### config.mk
export PLATFORM = sky130hd
export DESIGN_NAME = truth_table_scanner
export DESIGN_NICKNAME = d
export VERILOG_FILES = /design/src/rtl/truth_table_scanner.sv
export SDC_FILE = /design/constraint.sdc
export NUM_CORES = 1
export LEC_CHECK = 0
export BUFFER_PORTS_ARGS = -buffer_cell sky130_fd_sc_hd__clkbuf_2
export CORE_MARGIN = 2
export CORE_UTILIZATION = 35
export DETAILED_ROUTE_END_ITERATION = 6
export PLACE_DENSITY = 0.59
export SETUP_SLACK_MARGIN = 0.05
export SLEW_MARGIN = 20
export SYNTH_ARGS = -nofsm -noshare
export SYNTH_HDL_FRONTEND = slang
export SYNTH_SLANG_ARGS = --single-unit
### constraint.sdc
create_clock -name clk -period 2.2 [get_ports clk]
set_clock_uncertainty 0.15 [all_clocks]
set_input_delay 0.44 -clock clk [delete_from_list [all_inputs] [get_ports clk]]
set_output_delay 0.44 -clock clk [all_outputs]
set_load 0.1 [all_outputs]
### src/rtl/truth_table_scanner.sv
// truth_table_scanner: walks an N_IN-bit input vector through every
// combination in ascending order, holds each for SETTLE cycles, captures the
// downstream combinational function's output into a truth-table register and
// scores it against an expected table latched at start.
//
// Legal parameter ranges: N_IN 1..6, SETTLE 1..15 (the settle counter is
// 4 bits wide, so larger SETTLE values would be truncated).
module truth_table_scanner #(
  parameter int N_IN   = 3,
  parameter int SETTLE = 1
) (
  input  logic                 clk,
  input  logic                 rst_n,
  input  logic                 start,
  input  logic [2**N_IN-1:0]   expected,
  output logic [N_IN-1:0]      vec_out,
  input  logic                 s_in,
  output logic                 busy,
  output logic                 done,
  output logic [2**N_IN-1:0]   table_out,
  output logic [N_IN:0]        mismatch_cnt,
  output logic                 pass
);

  localparam int NV = 2**N_IN;
  localparam int CW = 4;
  localparam logic [CW-1:0]   SETTLE_C = CW'(SETTLE);
  localparam logic [N_IN-1:0] LAST_VEC = N_IN'(NV - 1);

  typedef enum logic [1:0] {
    IDLE   = 2'd0,
    SCAN   = 2'd1,
    FINISH = 2'd2
  } state_t;

  state_t          state;
  logic [CW-1:0]   cnt;     // cycles left in the current vector's window
  logic [NV-1:0]   exp_q;   // expected table frozen for the whole scan
  logic            miss;    // current sample disagrees with the expected bit

  assign miss = s_in ^ exp_q[vec_out];

  // Scan sequencer: all outputs are registered here. A sample is taken on the
  // last cycle of each settle window (cnt==1), so vector i is sampled at the
  // edge closing cycle (i+1)*SETTLE counted from the start edge.
  always_ff @(posedge clk) begin
    if (!rst_n) begin
      state        <= IDLE;
      cnt          <= '0;
      exp_q        <= '0;
      vec_out      <= '0;
      busy         <= 1'b0;
      done         <= 1'b0;
      table_out    <= '0;
      mismatch_cnt <= '0;
      pass         <= 1'b0;
    end else begin
      done <= 1'b0;
      case (state)
        IDLE: begin
          // vec_out keeps its last value here; it is only rewound on start.
          if (start) begin
            state        <= SCAN;
            vec_out      <= '0;
            cnt          <= SETTLE_C;
            table_out    <= '0;
            mismatch_cnt <= '0;
            pass         <= 1'b0;
            exp_q        <= expected;
            busy         <= 1'b1;
          end
        end
        SCAN: begin
          if (cnt == CW'(1)) begin
            table_out[vec_out] <= s_in;
            if (miss) mismatch_cnt <= mismatch_cnt + (N_IN+1)'(1);
            if (vec_out == LAST_VEC) begin
              state <= FINISH;
              busy  <= 1'b0;
              done  <= 1'b1;
            end else begin
              vec_out <= vec_out + N_IN'(1);
              cnt     <= SETTLE_C;
            end
          end else begin
            cnt <= cnt - CW'(1);
          end
        end
        FINISH: begin
          // mismatch_cnt is final by now; start is deliberately not looked at.
          pass  <= (mismatch_cnt == '0);
          state <= IDLE;
        end
        default: state <= IDLE;
      endcase
    end
  end

endmodule

* After elaboration in Yosys (flattened, before gate mapping)
Index checks and enable logic that the tools add are counted.
Cells by class: add/sub/neg operators 3, $lt $le $gt $ge 2, equality and inequality tests 10, multiplexer cells 31, bitwise logic cells 1, reductions and logical operators 14
Operators with widths (number):
- $mux 4 | 6
- $mux 8 | 2
- $pmux 4 s2 | 2
- $pmux 8 s2 | 1
- $reduce_and 3->1 | 4
- $reduce_and 4->1 | 3
- $ne 2x2->1 const B | 5
- $mux 3 | 3
- $bwmux 8 | 1
- $mux 1 | 7
- $mux 2 | 3
- $pmux 3 s2 | 1
- $add 4x1->4 const B | 1
- $eq 4x1->1 const B | 1
- $logic_not 4->1 | 1
- $lt 3x4->1 const B | 1
- $pmux 1 s2 | 2
- $pmux 2 s2 | 1
- $reduce_and 2->1 | 2
- $reduce_bool 2->1 | 2
- $sub 4x1->4 const B | 1
- $add 3x1->3 const B | 1
- $bmux 1 s3 | 1
- $demux 1 s3 | 1
- other kinds (8) | 8
Storage, ports and cells: bits in registers 32, bits of input ports 12, output and inout bits 18

* Logic depth before layout (Yosys ltp)
depth in word-level cells 7, depth in mapped cells 8

* Least setup slack after synthesis
No wires, ideal clock.
path kind register to register, from register vec_out[0], to register mismatch_cnt[3], arrival time 2.687 ns, required time 1.974 ns, slack -0.713 ns, cell stages (with the launch flop) 7, path buffers 1, clock period less this slack 2.913 ns, cells stage by stage dfxtp_1 -> buf_6 -> mux4_1 -> mux2i_4 -> xor2_2 -> or4_1 -> a31oi_1
On the way: longest elaborated chain between the ends 5
RTL lines:
- from (decl) | line 16 | output logic [N_IN-1:0] vec_out,
- from (signal assigned) | line 82 | vec_out <= vec_out + N_IN'(1);
- $bmux 1 s3 | line 41 | assign miss = s_in ^ exp_q[vec_out];
- $mux 1 (not written as such) | line 41
- $xor 1x1->1 | line 41
- $ne 2x2->1 (no line)
- $reduce_and 4->1 (no line)
- to (signal assigned) | line 76 | if (miss) mismatch_cnt <= mismatch_cnt + (N_IN+1)'(1);
- to (decl) | line 21 | output logic [N_IN:0] mismatch_cnt,
No other way between the ends. The select of a mux whose other input is x is not followed. A chain may end at the register's enable or synchronous reset.

* Final worst setup path
Ends and elaborated chain as after synthesis.

==> results.md <==
- Status: completed
- Max Slew Vio Count: 0
- GRT Util Overall: 0.149
- Routed WL per cell: 12.6 um
- Critical Path, Cell by Cell: mux4_2 -> mux2i_4 -> xor2_4 -> or4_1 -> a31oi_1
- Initial antenna violation count: 0
- Fmax: 0.489 GHz
- Overall power: 1290 uW
- Switching Fraction: 0.283
- Slowest stage delay, CP: 0.53 ns
- Final hold viol count: 0
- Drt first pass iters: 4
- Htree depth: 2
- WL met1: 1.78 mm
- Layout cells sized above 1: 0.285
- Worst-margin pin slew: 0.545 ns
- Max IR drop VDD: 0.399 mV
- Placement Cell Area: 1810 sq um
- Layout net count: 245
- Worst path bufs/invs: 0
- Die X-Extent: 71.0 um
- CTS sink cnt: 32
- Met2 routed WL: 1.58 mm
- Setup WS post-layout: 0.154 ns
- #FFs+latches synth: 32
- Register area share after synthesis: 0.407
- Synth cell types: 38
- Internal power: 927 uW
- Syn Inst Count: 189
- Sw power: 366 uW
- CP endpoint kind: register
- Worst endpoint required time: 2.26 ns
- CTS Buf Count: 5
- CP Max Fanout: 6
- DR WL met3: 126 um
- Pin count of the biggest net entering global routing: 21
- RSZ-0062 raised after global routing: false
- Dpl hpwl: 2.49 mm
- Power per cell area: 666 nW/um^2
- WP data arrival: 2.11 ns
- Vias in the first global route: 1302
- Drt total wl: 3.51 mm
- Worst hold path type: in -> reg
- Clk pin slew, worst setup/hold paths: 0.07 ns
- CTS tree: done
- First-pass GRT wire length: 6.04 mm
- Die Area: 5050 sq um
- Initial Util: 0.361
- Top Ports: 30
- Fin area: 1940 sq um
- 1st-iter DRT viols: 59
- Leakage: 0.000777 uW
- Synthesized area per cell: 8.32 sq um
- DRT antenna net count: 0
- Die Height: 71.0 um
- FILL cells: 451
- Kind of critical path: reg -> reg
- Post-layout min period: 2.05 ns
- Max capacitance violation total: 0
- Vias post-DR: 1387
- Comb pwr share: 0.159
- CTS Root Buffer Type: clkbuf_8
- Synth warn: 0
- Top Metal Used: met4
- Final Wtd Congestion: 0.777
- CTS Hold Buffers Added: 0
- Final Util: 0.446
- CP Launch Type: register
- Number of port buffers: 29
- FP Rows: 24
- Global route overflow: 0
- N_diodes: 0
- DRC errors left: 0
- Clock Power Share: 0.364
- Post-synth net total: 207
- Clk_lat worst skew: 0.28 ns
- Most frequent cells in the layout: dfxtp_1, clkbuf_2, nand2_1
- Part of the power in registers: 0.477
- Via density per instance: 4.95
- Core area: 4350 sq um
- Worst slack at placement: 0.121 ns
- Area delta synth->final: 23.5%
- Synthesized area: 1570 sq um
- Top cell family by delay on the critical path: multiplexers
- Max Root-Sink Buffers: 2
- Slew HR: 0.638
- # setup viols final: 0
- Fin crit share: 0.930
- Crit-path slowest cell: mux4_2
final cells by class:
class	count	area, sq um	area share
timing repair buffer	43	250	0.129
inverter	7	26.3	0.0135
multi-input combinational	138	861	0.443
clock inverter	2	10.0	0.00515
tap	52	65.1	0.0335
sequential	32	647	0.333
clock buffer	6	82.6	0.0425
synthesized netlist by cell type:
library cell | n | area, sq um
mux4_1 | 2 | 52.6
and2_1 | 1 | 6.26
xor2_1 | 1 | 8.76
nand2b_1 | 5 | 31.3
nor2b_1 | 3 | 18.8
buf_6 | 1 | 11.3
nor4bb_1 | 1 | 10.0
o32ai_1 | 1 | 8.76
xor2_2 | 1 | 16.3
or3_1 | 1 | 6.26
nand4_1 | 3 | 18.8
o21ai_0 | 13 | 65.1
a21oi_1 | 24 | 120
nor2_1 | 14 | 52.6
a21oi_2 | 1 | 8.76
mux2i_1 | 2 | 20.0
nand3b_1 | 1 | 7.51
ha_1 | 6 | 75.1
o211ai_1 | 1 | 7.51
dfxtp_1 | 32 | 641
mux2i_4 | 1 | 22.5
or2_2 | 3 | 18.8
nor3_1 | 8 | 40.0
nand2_1 | 25 | 93.8
a21boi_0 | 2 | 15.0
and2_0 | 1 | 6.26
or3b_2 | 1 | 8.76
a32oi_1 | 2 | 17.5
clkbuf_1 | 10 | 37.5
a211oi_2 | 1 | 12.5
a31oi_1 | 2 | 12.5
or4_1 | 1 | 7.51
o21a_1 | 3 | 22.5
buf_2 | 1 | 5.00
inv_1 | 6 | 22.5
nand3_1 | 5 | 25.0
clkinv_1 | 1 | 3.75
nor3b_1 | 2 | 15.0
worst min-delay path, stage by stage:
cell	delay, ns
clkbuf_2	0.08
nand2_1	0.04
a21oi_1	0.05
logic make-up after synthesis:
group	synth area share
AND/OR/NAND/NOR	0.233
buffers and inverters	0.0509
adder cells (fa/ha/maj)	0.0477
AO/OA/AOI/OAI	0.185
XOR/XNOR	0.0159
multiplexers	0.0605
flip-flops	0.407
power groups by stage:
stage / clock network [uW] / registers, uW / logic [uW]
2_1_floorplan: 0 / 653 / 116
3_3_place_gp: 0 / 631 / 194
3_5_place_dp: 0 / 631 / 195
4_1_cts: 484 / 618 / 196
5_1_grt: 516 / 621 / 227
6_report: 471 / 618 / 205
layer usage:
| layer | track usage | vias to the layer above |
|---|---|---|
| li1 | - | 734 |
| met1 | 0.199 | 627 |
| met2 | 0.237 | 22 |
| met3 | 0.0399 | 4 |
| met4 | 0.0440 | 0 |
| met5 | 0 | - |
metrics by stage:
step,hold WS [ns],cells,TNS (ns)
floorplan,0.283,189,-0.118
global placement,0.296,269,0
detailed placement,0.293,269,0
CTS,0.218,277,0
global route,0.223,280,0
finish,0.225,280,0
worst paths after layout:
path | endpoint | startpoint | depth (start not counted) | slack [ns]
worst max register to register | mismatch_cnt[3]$_SDFFE_PN0P_ | vec_out[0]$_SDFFE_PN0P_ | 5 | 0.15
worst min register to register | exp_q[6]$_SDFFE_PN0P_ | exp_q[6]$_SDFFE_PN0P_ | 2 | 0.30
worst min-delay path | exp_q[6]$_SDFFE_PN0P_ | expected[6] | 3 | 0.22
worst max-delay path | mismatch_cnt[3]$_SDFFE_PN0P_ | vec_out[0]$_SDFFE_PN0P_ | 5 | 0.15
registers in the layout, indices dropped and copies added (netlist names):
signal / count
busy: 1
cnt: 4
done: 1
exp_q: 8
mismatch_cnt: 4
pass: 1
state: 2
table_out: 8
vec_out: 3
timing repair:
| item | 4_1_cts | 5_1_grt |
|---|---|---|
| resized for setup | 0 | 3 |
| endpoints found under the setup margin | 0 | 15 |
| setup buffers | 0 | 3 |
No activity file was read; power rests on OpenSTA's default activity.
